**config.mk**
```make
export PLATFORM = sky130hd
export DESIGN_NAME = axi4_lite_gpio_slave
export DESIGN_NICKNAME = d
export VERILOG_FILES = /design/src/rtl/axi4_lite_gpio_slave.sv
export SDC_FILE = /design/constraint.sdc
export NUM_CORES = 1
export LEC_CHECK = 0
export CAP_MARGIN = 25
export CORE_MARGIN = 4
export CORE_UTILIZATION = 54
export CTS_CLUSTER_DIAMETER = 150
export DETAILED_ROUTE_END_ITERATION = 8
export PLACE_DENSITY = 0.9
export SYNTH_ARGS = -nofsm -noshare
export SYNTH_HDL_FRONTEND = slang
export SYNTH_SLANG_ARGS = --single-unit
```
**constraint.sdc**
```tcl
create_clock -name ACLK -period 4 [get_ports ACLK]
set_clock_uncertainty 0.05 [all_clocks]
set_input_delay 0.8 -clock ACLK [delete_from_list [all_inputs] [get_ports ACLK]]
set_output_delay 0.8 -clock ACLK [all_outputs]
set_load 0.03 [all_outputs]
```
**src/rtl/axi4_lite_gpio_slave.sv**
```systemverilog
// -----------------------------------------------------------------------------
// axi4_lite_gpio_slave
// AXI4-Lite register slave driving an 8-bit LED bank, an 8-bit seven-segment
// latch and a compare-match timer with a maskable, registered interrupt.
//
// Ports
//   ACLK, ARESETn            clock, async active-low reset (release synchronised)
//   S_AW*/S_W*/S_B*          AXI4-Lite write address / data / response
//   S_AR*/S_R*               AXI4-Lite read address / data
//   LED_OUT, SEVENSEG_OUT    register outputs
//   IRQ_OUT                  registered TMR_HIT & IRQ_EN
//
// Write FSM
//   state  | meaning
//   W_IDLE | waiting for address and/or data
//   W_ADDR | address captured, waiting for data
//   W_DATA | data captured, waiting for address
//   W_RESP | response valid, waiting for S_BREADY
// Read FSM
//   state  | meaning
//   R_IDLE | waiting for read address
//   R_DATA | read data valid, waiting for S_RREADY
// -----------------------------------------------------------------------------
module axi4_lite_gpio_slave #(
  parameter int ADDR_WIDTH = 32,
  parameter int DATA_WIDTH = 32
) (
  input  logic                    ACLK,
  input  logic                    ARESETn,
  input  logic [ADDR_WIDTH-1:0]   S_AWADDR,
  input  logic                    S_AWVALID,
  output logic                    S_AWREADY,
  input  logic [DATA_WIDTH-1:0]   S_WDATA,
  input  logic [DATA_WIDTH/8-1:0] S_WSTRB,
  input  logic                    S_WVALID,
  output logic                    S_WREADY,
  output logic                    S_BVALID,
  output logic [1:0]              S_BRESP,
  input  logic                    S_BREADY,
  input  logic [ADDR_WIDTH-1:0]   S_ARADDR,
  input  logic                    S_ARVALID,
  output logic                    S_ARREADY,
  output logic [DATA_WIDTH-1:0]   S_RDATA,
  output logic [1:0]              S_RRESP,
  output logic                    S_RVALID,
  input  logic                    S_RREADY,
  output logic [7:0]              LED_OUT,
  output logic [7:0]              SEVENSEG_OUT,
  output logic                    IRQ_OUT
);

  localparam int         NB          = DATA_WIDTH / 8;
  localparam logic [1:0] RESP_OKAY   = 2'b00;
  localparam logic [1:0] RESP_SLVERR = 2'b10;

  typedef enum logic [1:0] {W_IDLE, W_ADDR, W_DATA, W_RESP} w_state_e;
  typedef enum logic {R_IDLE, R_DATA} r_state_e;

  w_state_e w_state_q, w_state_d;
  r_state_e r_state_q, r_state_d;

  logic                  rst_done_q;
  logic [ADDR_WIDTH-1:0] aw_addr_q;
  logic [DATA_WIDTH-1:0] wdata_q;
  logic [NB-1:0]         wstrb_q;
  logic [1:0]            bresp_q;
  logic [DATA_WIDTH-1:0] rdata_q;
  logic [1:0]            rresp_q;

  logic [7:0]            led_q, seg_q;
  logic [1:0]            ctrl_q;
  logic                  hit_q, hit_d;
  logic [DATA_WIDTH-1:0] cmp_q, cmp_d;
  logic [DATA_WIDTH-1:0] cnt_q, cnt_d;
  logic                  irq_q;

  logic                  aw_hs, w_hs, ar_hs;
  logic                  wr_fire;
  logic [ADDR_WIDTH-1:0] wr_addr;
  logic [DATA_WIDTH-1:0] wr_data;
  logic [NB-1:0]         wr_strb;
  logic [2:0]            wr_idx, rd_idx;
  logic                  wr_ok, wr_en, rd_ok;
  logic [DATA_WIDTH-1:0] rd_data;
  logic                  cmp_wr, hit_clr, tmr_match;
  logic                  unused_addr_lsbs;

  // Ready outputs stay low until one clock after reset release.
  always_ff @(posedge ACLK or negedge ARESETn) begin
    if (!ARESETn) rst_done_q <= 1'b0;
    else          rst_done_q <= 1'b1;
  end

  assign S_AWREADY = rst_done_q && (w_state_q == W_IDLE || w_state_q == W_DATA);
  assign S_WREADY  = rst_done_q && (w_state_q == W_IDLE || w_state_q == W_ADDR);
  assign S_ARREADY = rst_done_q && (r_state_q == R_IDLE);
  assign S_BVALID  = (w_state_q == W_RESP);
  assign S_RVALID  = (r_state_q == R_DATA);
  assign S_BRESP   = bresp_q;
  assign S_RDATA   = rdata_q;
  assign S_RRESP   = rresp_q;

  assign aw_hs = S_AWVALID && S_AWREADY;
  assign w_hs  = S_WVALID && S_WREADY;
  assign ar_hs = S_ARVALID && S_ARREADY;

  // Address/data for the completing write come from the bus when they arrive
  // on the completing edge, otherwise from the holding registers.
  always_comb begin
    w_state_d = w_state_q;
    wr_fire   = 1'b0;
    wr_addr   = aw_addr_q;
    wr_data   = wdata_q;
    wr_strb   = wstrb_q;
    case (w_state_q)
      W_IDLE: begin
        if (aw_hs && w_hs) begin
          w_state_d = W_RESP;
          wr_fire   = 1'b1;
          wr_addr   = S_AWADDR;
          wr_data   = S_WDATA;
          wr_strb   = S_WSTRB;
        end else if (aw_hs) begin
          w_state_d = W_ADDR;
        end else if (w_hs) begin
          w_state_d = W_DATA;
        end
      end
      W_ADDR: begin
        if (w_hs) begin
          w_state_d = W_RESP;
          wr_fire   = 1'b1;
          wr_data   = S_WDATA;
          wr_strb   = S_WSTRB;
        end
      end
      W_DATA: begin
        if (aw_hs) begin
          w_state_d = W_RESP;
          wr_fire   = 1'b1;
          wr_addr   = S_AWADDR;
        end
      end
      W_RESP:  if (S_BREADY) w_state_d = W_IDLE;
      default: w_state_d = W_IDLE;
    endcase
  end

  always_comb begin
    r_state_d = r_state_q;
    case (r_state_q)
      R_IDLE:  if (ar_hs) r_state_d = R_DATA;
      R_DATA:  if (S_RREADY) r_state_d = R_IDLE;
      default: r_state_d = R_IDLE;
    endcase
  end

  always_ff @(posedge ACLK or negedge ARESETn) begin
    if (!ARESETn) begin
      w_state_q <= W_IDLE;
      r_state_q <= R_IDLE;
    end else begin
      w_state_q <= w_state_d;
      r_state_q <= r_state_d;
    end
  end

  // Writable registers are offsets 0x00..0x10; TMR_CNT and above are rejected.
  assign wr_idx  = wr_addr[4:2];
  assign wr_ok   = (wr_addr[ADDR_WIDTH-1:5] == '0) && (wr_idx < 3'd5);
  assign wr_en   = wr_fire && wr_ok;
  assign rd_idx  = S_ARADDR[4:2];
  assign rd_ok   = (S_ARADDR[ADDR_WIDTH-1:5] == '0) && (rd_idx < 3'd6);
  assign unused_addr_lsbs = ^{wr_addr[1:0], S_ARADDR[1:0]};

  assign cmp_wr    = wr_en && (wr_idx == 3'd4);
  assign hit_clr   = wr_en && (wr_idx == 3'd3) && wr_strb[0] && wr_data[0];
  assign tmr_match = ctrl_q[1] && (cmp_q != '0) && (cnt_q == cmp_q);

  always_comb begin
    cmp_d = cmp_q;
    if (cmp_wr) begin
      for (int i = 0; i < NB; i++) begin
        if (wr_strb[i]) cmp_d[8*i +: 8] = wr_data[8*i +: 8];
      end
    end
  end

  // A CMP write restarts the count; a timer hit beats a same-edge W1C clear.
  always_comb begin
    cnt_d = cnt_q;
    if (cmp_wr)         cnt_d = '0;
    else if (tmr_match) cnt_d = '0;
    else if (ctrl_q[1]) cnt_d = cnt_q + DATA_WIDTH'(1);
    hit_d = hit_q;
    if (tmr_match)    hit_d = 1'b1;
    else if (hit_clr) hit_d = 1'b0;
  end

  always_comb begin
    rd_data = '0;
    if (rd_ok) begin
      case (rd_idx)
        3'd0:    rd_data[7:0] = led_q;
        3'd1:    rd_data[7:0] = seg_q;
        3'd2:    rd_data[1:0] = ctrl_q;
        3'd3:    rd_data[0]   = hit_q;
        3'd4:    rd_data      = cmp_q;
        3'd5:    rd_data      = cnt_q;
        default: rd_data      = '0;
      endcase
    end
  end

  always_ff @(posedge ACLK or negedge ARESETn) begin
    if (!ARESETn) begin
      aw_addr_q <= '0;
      wdata_q   <= '0;
      wstrb_q   <= '0;
      bresp_q   <= RESP_OKAY;
      rdata_q   <= '0;
      rresp_q   <= RESP_OKAY;
      led_q     <= '0;
      seg_q     <= '0;
      ctrl_q    <= '0;
      hit_q     <= 1'b0;
      cmp_q     <= '0;
      cnt_q     <= '0;
      irq_q     <= 1'b0;
    end else begin
      if (aw_hs) aw_addr_q <= S_AWADDR;
      if (w_hs) begin
        wdata_q <= S_WDATA;
        wstrb_q <= S_WSTRB;
      end
      if (wr_fire) bresp_q <= wr_ok ? RESP_OKAY : RESP_SLVERR;
      if (ar_hs) begin
        rdata_q <= rd_data;
        rresp_q <= rd_ok ? RESP_OKAY : RESP_SLVERR;
      end
      if (wr_en && wr_strb[0]) begin
        case (wr_idx)
          3'd0:    led_q  <= wr_data[7:0];
          3'd1:    seg_q  <= wr_data[7:0];
          3'd2:    ctrl_q <= wr_data[1:0];
          default: ;
        endcase
      end
      cmp_q <= cmp_d;
      cnt_q <= cnt_d;
      hit_q <= hit_d;
      irq_q <= hit_q && ctrl_q[0];
    end
  end

  assign LED_OUT      = led_q;
  assign SEVENSEG_OUT = seg_q;
  assign IRQ_OUT      = irq_q;

endmodule
```
Word level (Yosys, flattened, before mapping)
Index checks and enable logic that the tools add are counted.
Cells by class
  $add $sub $neg: 1
  multiply operators: 0
  div/mod/pow operators: 0
  $lt $le $gt $ge: 2
  equal/unequal tests: 17
  shift operators: 0
  mux-type cells: 35
  bitwise operators: 1
  reduce and logical (&&, ||, !) cells: 36
Operators by type and width (count)
  $mux W32: 8
  $pmux W32 S2: 2
  $logic_not A27 Y1: 2
  $pmux W24 S2: 1
  $add A32 B1 Y32 const B: 1
  $eq A32 B32 Y1: 1
  $reduce_bool A32 Y1: 1
  $pmux W6 S4: 1
  $logic_and A1 B1 Y1: 18
  $mux W2: 8
  $reduce_and A2 Y1: 7
  $eq A3 B2 Y1 const B: 4
  $eq A3 B3 Y1 const B: 3
  $mux W4: 2
  $pmux W2 S4: 1
  $pmux W4 S2: 1
  $mux W1: 7
  $eq A3 B1 Y1 const B: 2
  $logic_not A3 Y1: 2
  $lt A3 B3 Y1 const B: 2
  $pmux W1 S6: 1
  $pmux W1 S5: 1
  $eq A2 B2 Y1 const B: 2
  $ne A2 B2 Y1 const B: 2
  other kinds (11): 12
Word-level totals
  bits in registers: 192
  latch bits: 0
  memory bits (writable): 0
  ROM bits: 0
  input port bits: 107
  memories: 0

Logic depth before layout (Yosys ltp)
Gate-level depths: netlist of the first run.
  word-level depth: 15
  gate-level depth with buffers: 12

Worst setup path before layout of the first run
Ideal clock, no wire load.
  path kind: in2reg
  from: input port S_WVALID
  to: register seg_q[0], in the netlist SEVENSEG_OUT[0]
  setup time: 0.125 ns
  data arrival time: 2.728 ns
  setup slack: 1.097 ns
  cell stages on the path: 7
  path through: clkbuf_2 -> nand2_1 -> or3b_1 -> a222oi_1 -> nand4_2 -> nor3_4 -> mux2_2
Between the ends
  word-level cells in the longest chain between the ends: 9
  elaborated cells on any way between the ends: 20
  those cells by class: 1 x order compare; 1 x eq/ne; 11 x mux; 7 x reduce/logical
RTL lines
  from (decl): line 35  | input logic S_WVALID,
  $logic_and A1 B1 Y1 (*): line 104  | assign w_hs = S_WVALID && S_WREADY;
  $logic_and A1 B1 Y1: line 117  | if (aw_hs && w_hs) begin
  $mux W32: line 117
  $pmux W32 S2: line 115  | case (w_state_q)
  $lt A3 B3 Y1 / $logic_not A27 Y1 (equally long branches): line 170  | assign wr_ok = (wr_addr[ADDR_WIDTH-1:5] == '0) && (wr_idx < 3'd5);
  $logic_and A1 B1 Y1: line 170
  $logic_and A1 B1 Y1: line 171  | assign wr_en = wr_fire && wr_ok;
  $logic_and A1 B1 Y1: line 241  | if (wr_en && wr_strb[0]) begin
  $reduce_and A2 Y1 (no source line)
  to (signal assigned): line 244  | 3'd1: seg_q <= wr_data[7:0];
  to (decl): line 70  | logic [7:0] led_q, seg_q;
Every way passes the cells marked *; elsewhere a longest branch is shown, timed or not.
A chain may end at the register's enable or synchronous reset.

Final worst setup path of the first run
  from: register w_state_q[0]
  to: output port S_WREADY
Between the ends
  word-level cells in the longest chain between the ends: 3
  elaborated cells on any way between the ends: 4
  those cells by class: 1 x eq/ne; 3 x reduce/logical
RTL lines
  from (decl): line 59  | w_state_e w_state_q, w_state_d;
  from (signal assigned): line 163  | w_state_q <= w_state_d;
  $eq A2 B1 Y1 / $logic_not A2 Y1 (equally long branches): line 95  | assign S_WREADY = rst_done_q && (w_state_q == W_IDLE || w_state_q == W_ADDR);
  $logic_or A1 B1 Y1 (*): line 95
  $logic_and A1 B1 Y1 (*): line 95
  to (decl): line 36  | output logic S_WREADY,
Marked as above.

==> results of run 1 <==
-- flip-flops by register name (all words and copies together), names as in the netlist, 2 cells and up --
name and count:
w_state_q 2, aw_addr_q 30, LED_OUT 8, wstrb_q 4
ctrl_q 2, wdata_q 32, SEVENSEG_OUT 8, S_RDATA 32
cnt_q 32, cmp_q 32
-- synthesized netlist by cell type, drive strengths merged, types with 3 or more instances --
cell	count
a21boi	3
a21oi	9
a222oi	27
a22o	34
a22oi	41
a31oi	4
and2	3
and3	11
buf	16
clkbuf	48
dfrtp	188
ha	6
inv	32
mux2	27
mux2i	26
mux4	7
nand2	246
nand2b	7
nand3	22
nand4	18
nor2	39
nor2b	4
nor3	12
nor4	38
o211ai	4
o21ai	45
o22ai	3
o31ai	3
xnor2	7
xor2	51
-- metrics by stage --
step                      total power (W)  cells  worst slack [ns]  utilization [%]  cell area, sq um
after floorplan                   0.00422   1011              1.10                -              9750
after global placement            0.00486   1356             0.365             66.1             11600
after detailed placement          0.00498   1356             0.267             66.1             11600
after CTS                         0.00654   1388             0.456             69.2             12100
after global routing              0.00694   1388             0.291             69.2             12100
final                             0.00657   1388             0.455             69.2             12100
-- cell families after synthesis --
family                   after synthesis  share of synthesized area (%)
AO/OA/AOI/OAI                        184                           14.1
adder cells (fa/ha/maj)                6                          0.770
flip-flops                           188                           48.3
AND/OR/NAND/NOR                      416                           20.2
other                                  2                         0.0771
multiplexers                          60                           7.41
buffers and inverters                 96                           3.97
XOR/XNOR                              58                           5.21
-- how the worst max path moves through the flow --
| stage | endpoint | slack, ns | depth (start not counted) |
|---|---|---|---|
| after detailed placement | SEVENSEG_OUT[4]$_DFFE_PN0P_ | 0.27 | 7 |
| final | S_WREADY | 0.46 | 6 |
| after global routing | S_WREADY | 0.29 | 6 |
| after global placement | LED_OUT[0]$_DFFE_PN0P_ | 0.37 | 7 |
| after CTS | S_WREADY | 0.46 | 6 |
| after floorplan | SEVENSEG_OUT[0]$_DFFE_PN0P_ | 1.10 | 7 |
-- power groups by stage --
stage               sequential [W]  clock, W  combinational, W
finish                     0.00281   0.00158           0.00218
global route               0.00286   0.00167           0.00240
CTS                        0.00279   0.00158           0.00217
detailed placement         0.00282         0           0.00215
global placement           0.00279         0           0.00207
floorplan                  0.00276         0           0.00146
-- metal layers --
metal / up-vias / wire, um
met2: 481 / 12600
met3: 65 / 2590
met4: 0 / 680
met5: - / 0
li1: 3871 / -
met1: 4123 / 10500
-- cell type report --
class                      instances  area share, %
clock buffer                      17           3.52
clock inverter                    15          0.951
inverter                          32          0.993
multi-input combinational        727           38.6
sequential                       188           38.9
tap                              225           2.33
timing repair buffer             184           14.7
-- cells in the final DEF (no fill, tap or decap), types with 9 or more instances in the layout --
cell type / instances
a21oi_1: 9
dfrtp_1: 188
nand4_1: 17
mux2_2: 27
clkbuf_16: 17
a222oi_1: 27
xor2_1: 51
clkdlybuf4s50_1: 157
nor4_1: 34
buf_4: 26
inv_1: 32
o21ai_0: 44
mux2i_1: 26
nand3_1: 21
a22o_1: 34
nor3_1: 9
nand2_1: 245
a22oi_1: 41
and3_1: 11
nor2_1: 38
-- worst max-delay path: cells and delay by family, from the launching register on --
kind	cells	cell delay, ns
flip-flops	1	0.42
buffers and inverters	3	1.21
adder cells (fa/ha/maj)	1	0.35
AND/OR/NAND/NOR	2	0.28
==> results.json, run 1 <==
{
  "die_area_sq_mm": 0.0203,
  "met3_usage_pct": 5.44,
  "dp_hpwl_mm": 18.5,
  "busiest_layer": "met2",
  "setup_viol": 0,
  "grt_overflow": 0,
  "io_buffers": 158,
  "whs_ns": 0.379,
  "ctsRootBufferMaster": "clkbuf_16",
  "r2r_cells": 8,
  "die_h_um": 142,
  "wl_per_cell_um": 19.0,
  "finalNetCount": 1263,
  "finalCritPeriodShare_pct": 88.6,
  "cts_buffers": 17,
  "p_sw_w": 0.00248,
  "maxSlewHeadroom_pct": 40.0,
  "drtPass1Iterations": 8,
  "grt_usage_pct": 26.1,
  "drt_first_iter_violations": 1107,
  "via_per_inst": 6.15,
  "rows": 48,
  "clk_pin_slew_worst_paths_ns": 0.07,
  "grt_pass1_vias": 8306,
  "clk_latency_ns": 0.44,
  "worst_pin_slew_ns": 0.901,
  "r2r_start": "w_state_q[0]$_DFFE_PN0P_",
  "num_vias": 8540,
  "crit_slowest_cell": "clkdlybuf4s50_1",
  "hold_buffers": 0,
  "r2r_end": "LED_OUT[4]$_DFFE_PN0P_",
  "final.min_clock_period_ns": 3.54,
  "avgSynthCellArea_sq_um": 9.65,
  "num-fill-cells": 1234,
  "yosysWarningCount": 0,
  "syn_area_sq_mm": 0.00974,
  "synth_edf_count": 0,
  "start_util_pct": 55.7,
  "p_leak_nw": 5.45,
  "post_cts_buffers": 0,
  "power.internal_w": 0.00409,
  "hp-class": "in2async",
  "multi_input_area_sq_mm": 0.00467,
  "antenna_found_initial": 0,
  "layout-drive-gt1-share_pct": 9.54,
  "syn_to_final_growth_pct": 24.2,
  "hold_viol": 0,
  "start_kind": "flip-flop",
  "p_clk_share_pct": 24.0,
  "swShare_pct": 37.7,
  "die_x_um": 142,
  "clk_path_buf_depth": 2,
  "ys_seq_elements": 188,
  "cp.arrival_ns": 2.69,
  "cp_max_fo": 31,
  "register_area_sq_mm": 0.00470,
  "synth_top_area_cell": "dfrtp_1",
  "synth_ff_type": "dfrtp_1",
  "grt_pass1_wl_mm": 42.5,
  "synth_seq_area_share_pct": 48.3,
  "cts_resized": 0,
  "netlist_instances": 1010,
  "place_congestion": 0.953,
  "core_area_sq_mm": 0.0175,
  "pin_count": 165,
  "grt_max_degree": 88,
  "grt_util_met1_pct": 35.2,
  "status": "completed",
  "drv_cap": 0,
  "cts_sinks": 188,
  "pwr-share-seq_pct": 42.7,
  "postRouteAntennaNets": 0,
  "cpPeakStageDelay_ns": 0.69,
  "synth_top_area_share_pct": 48.3,
  "tns_ns": 0,
  "finalWirelength_mm": 26.3,
  "ys_types": 64,
  "power_frac_comb_pct": 33.2,
  "p_per_area_mw_per_mm2": 543,
  "worstSetupEndpointType": "primary output",
  "cp-startpoint": "w_state_q[0]$_DFFE_PN0P_",
  "htree_levels": 4,
  "grt.met2_usage_pct": 42.4,
  "cts_tree": "done",
  "clock.fmax_mhz": 282,
  "reg2reg_setup_slack_ns": 0.71,
  "crit_chain": "inv_1, ha_1, buf_4, nor2_1, nor2b_1, clkdlybuf4s50_1",
  "diodes": 0,
  "drc": 0,
  "crit_type": "reg2out",
  "slew_violations": 0,
  "critPathRequiredTime_ns": 3.15,
  "rsz0062_at_grt": "false",
  "synthArstFlopShare_pct": 100,
  "peakVddDrop_mv": 0.415,
  "synth.area.top_cells": "dfrtp_1 (48%), nand2_1 (9.4%), xor2_1 (4.6%)"
}
(Power assumes the default switching activity.)
==> inputs of run 2 (changes only) <==
--- a/config.mk
+++ b/config.mk
@@ -10,7 +10,7 @@
 export CORE_UTILIZATION = 54
 export CTS_CLUSTER_DIAMETER = 150
 export DETAILED_ROUTE_END_ITERATION = 8
-export PLACE_DENSITY = 0.9
+export PLACE_DENSITY = 0.91
 export SYNTH_ARGS = -nofsm -noshare
 export SYNTH_HDL_FRONTEND = slang
 export SYNTH_SLANG_ARGS = --single-unit
==> constraint.sdc (replaced) <==
create_clock -name ACLK -period 3.7 [get_ports ACLK]
set_clock_uncertainty 0.05 [all_clocks]
set_input_delay 0.74 -clock ACLK [delete_from_list [all_inputs] [get_ports ACLK]]
set_output_delay 0.74 -clock ACLK [all_outputs]
set_load 0.03 [all_outputs]
==> results.json, run 2 (same netlist as run 1, synthesis figures left out) <==
{
  "most-common-layout-cells": "nand2_1 (245), dfrtp_1 (188), clkdlybuf4s50_1 (157)",
  "final.min_clock_period_ns": 3.50,
  "finalNetCount": 1263,
  "cts_tree": "done",
  "htree_levels": 4,
  "critPathBufInv": 3,
  "drc": 7,
  "critPathRequiredTime_ns": 2.91,
  "r2r_cells": 8,
  "dp_hpwl_mm": 19.1,
  "clk_path_buf_depth": 2,
  "crit_chain": "inv_1, ha_2, buf_4, nor2_1, nor2b_1, clkdlybuf4s50_1",
  "r2r_end": "SEVENSEG_OUT[3]$_DFFE_PN0P_",
  "cp_max_fo": 25,
  "die_h_um": 142,
  "grt_pass1_vias": 8554,
  "crit_type": "reg2out",
  "via_per_inst": 6.21,
  "crit_family": "buffers and inverters",
  "drtPass1Iterations": 9,
  "start_kind": "flip-flop",
  "cpPeakStageDelay_ns": 0.69,
  "pin_count": 165,
  "postLayoutCoreUtil_pct": 69.8,
  "reg2reg_setup_slack_ns": 0.46,
  "cp.arrival_ns": 2.71,
  "place_congestion": 0.920,
  "mostFrequentLayoutCell": "nand2_1",
  "grt_pass1_wl_mm": 43.9,
  "syn_to_final_growth_pct": 25.2,
  "finalWirelength_mm": 27.3,
  "status": "finished, violations left",
  "drt_first_iter_violations": 1163,
  "cts_buffers": 17,
  "grt_usage_pct": 27.0,
  "rows": 48,
  "p_per_area_mw_per_mm2": 605,
  "p_leak_nw": 5.50,
  "postRouteAntennaNets": 0,
  "clock.fmax_mhz": 286,
  "core_area_sq_mm": 0.0175,
  "start_util_pct": 55.7,
  "setup_viol": 0,
  "whs_ns": 0.277,
  "wl_per_cell_um": 19.7,
  "tns_ns": 0,
  "post_cts_buffers": 0,
  "violations": "DRC",
  "die_area_sq_mm": 0.0203,
  "cts_resized": 0,
  "antenna_found_initial": 0,
  "maxSlewHeadroom_pct": 36.5,
  "die_x_um": 142,
  "drv_cap": 0,
  "rsz0062_at_grt": "false",
  "worstSetupEndpointType": "primary output",
  "num_vias": 8622,
  "grt_max_degree": 74,
  "peakVddDrop_mv": 0.490,
  "clk_pin_slew_worst_paths_ns": 0.07,
  "crit_slowest_cell": "clkdlybuf4s50_1",
  "r2r_start": "w_state_q[0]$_DFFE_PN0P_",
  "cts_sinks": 188,
  "grt_overflow": 0,
  "worst_pin_slew_ns": 0.952,
  "hp-class": "in2async",
  "slew_violations": 0,
  "hold_buffers": 0,
  "finalCritPeriodShare_pct": 94.5,
  "hold_viol": 0,
  "critical_path_cell_count": 6,
  "ctsRootBufferMaster": "clkbuf_16",
  "io_buffers": 158,
  "clk_latency_ns": 0.44,
  "layout-drive-gt1-share_pct": 9.63,
  "diodes": 0
}
## run 2: cell count changes in the layout (fill, tap and decap cells not counted), moves of 2 or more
cell / before / now
bufinv_16: 0 / 3
clkinvlp_4: 6 / 3
buf_12: 0 / 2
buf_4: 26 / 24
clkbuf_8: 0 / 2
## run 2: worst max path at each step
stage,startpoint,to,slack (ns)
2_1_floorplan,S_WVALID,SEVENSEG_OUT[0]$_DFFE_PN0P_,0.86
3_3_place_gp,S_AWVALID,SEVENSEG_OUT[7]$_DFFE_PN0P_,0.14
3_5_place_dp,S_AWVALID,SEVENSEG_OUT[3]$_DFFE_PN0P_,0.04
4_1_cts,w_state_q[0]$_DFFE_PN0P_,S_WREADY,0.02
6_report,w_state_q[0]$_DFFE_PN0P_,S_WREADY,0.20
5_1_grt,w_state_q[1]$_DFFE_PN0P_,S_WREADY,0.09
## run 2: area by class of cell
type	count	area, sq um
Timing Repair Buffer	184	1800
Sequential cell	188	4700
Fill cell	1188	5280
Tap cell	225	282
Clock buffer	19	453
Multi-Input combinational cell	727	4680
Clock inverter	13	163
Inverter	32	120
## run 2: power breakdown
part | leakage [nW] | switching [W] | internal (W)
Combinational | 2.84 | 0.00141 | 0.00101
Clock | 0.297 | 0.000817 | 0.00110
Sequential | 2.36 | 0.000496 | 0.00255
Total | 5.50 | 0.00272 | 0.00467
## run 2: metal layers
| metal | track usage [%] | up-vias | wire [um] |
|---|---|---|---|
| li1 | - | 3869 | - |
| met1 | 35.5 | 4215 | 10800 |
| met2 | 44.1 | 464 | 13300 |
| met3 | 6.18 | 74 | 2400 |
| met4 | 9.85 | 0 | 773 |
| met5 | 0 | - | 0 |
## run 2: per-stage QoR
stage          setup slack, ns  total power (W)  std cells  cell area, sq um
2_1_floorplan            0.857          0.00456       1011              9750
3_3_place_gp             0.140          0.00526       1356             11600
3_5_place_dp            0.0399          0.00540       1356             11600
4_1_cts                 0.0154          0.00734       1388             12200
5_1_grt                 0.0889          0.00775       1388             12200
6_report                 0.204          0.00739       1388             12200
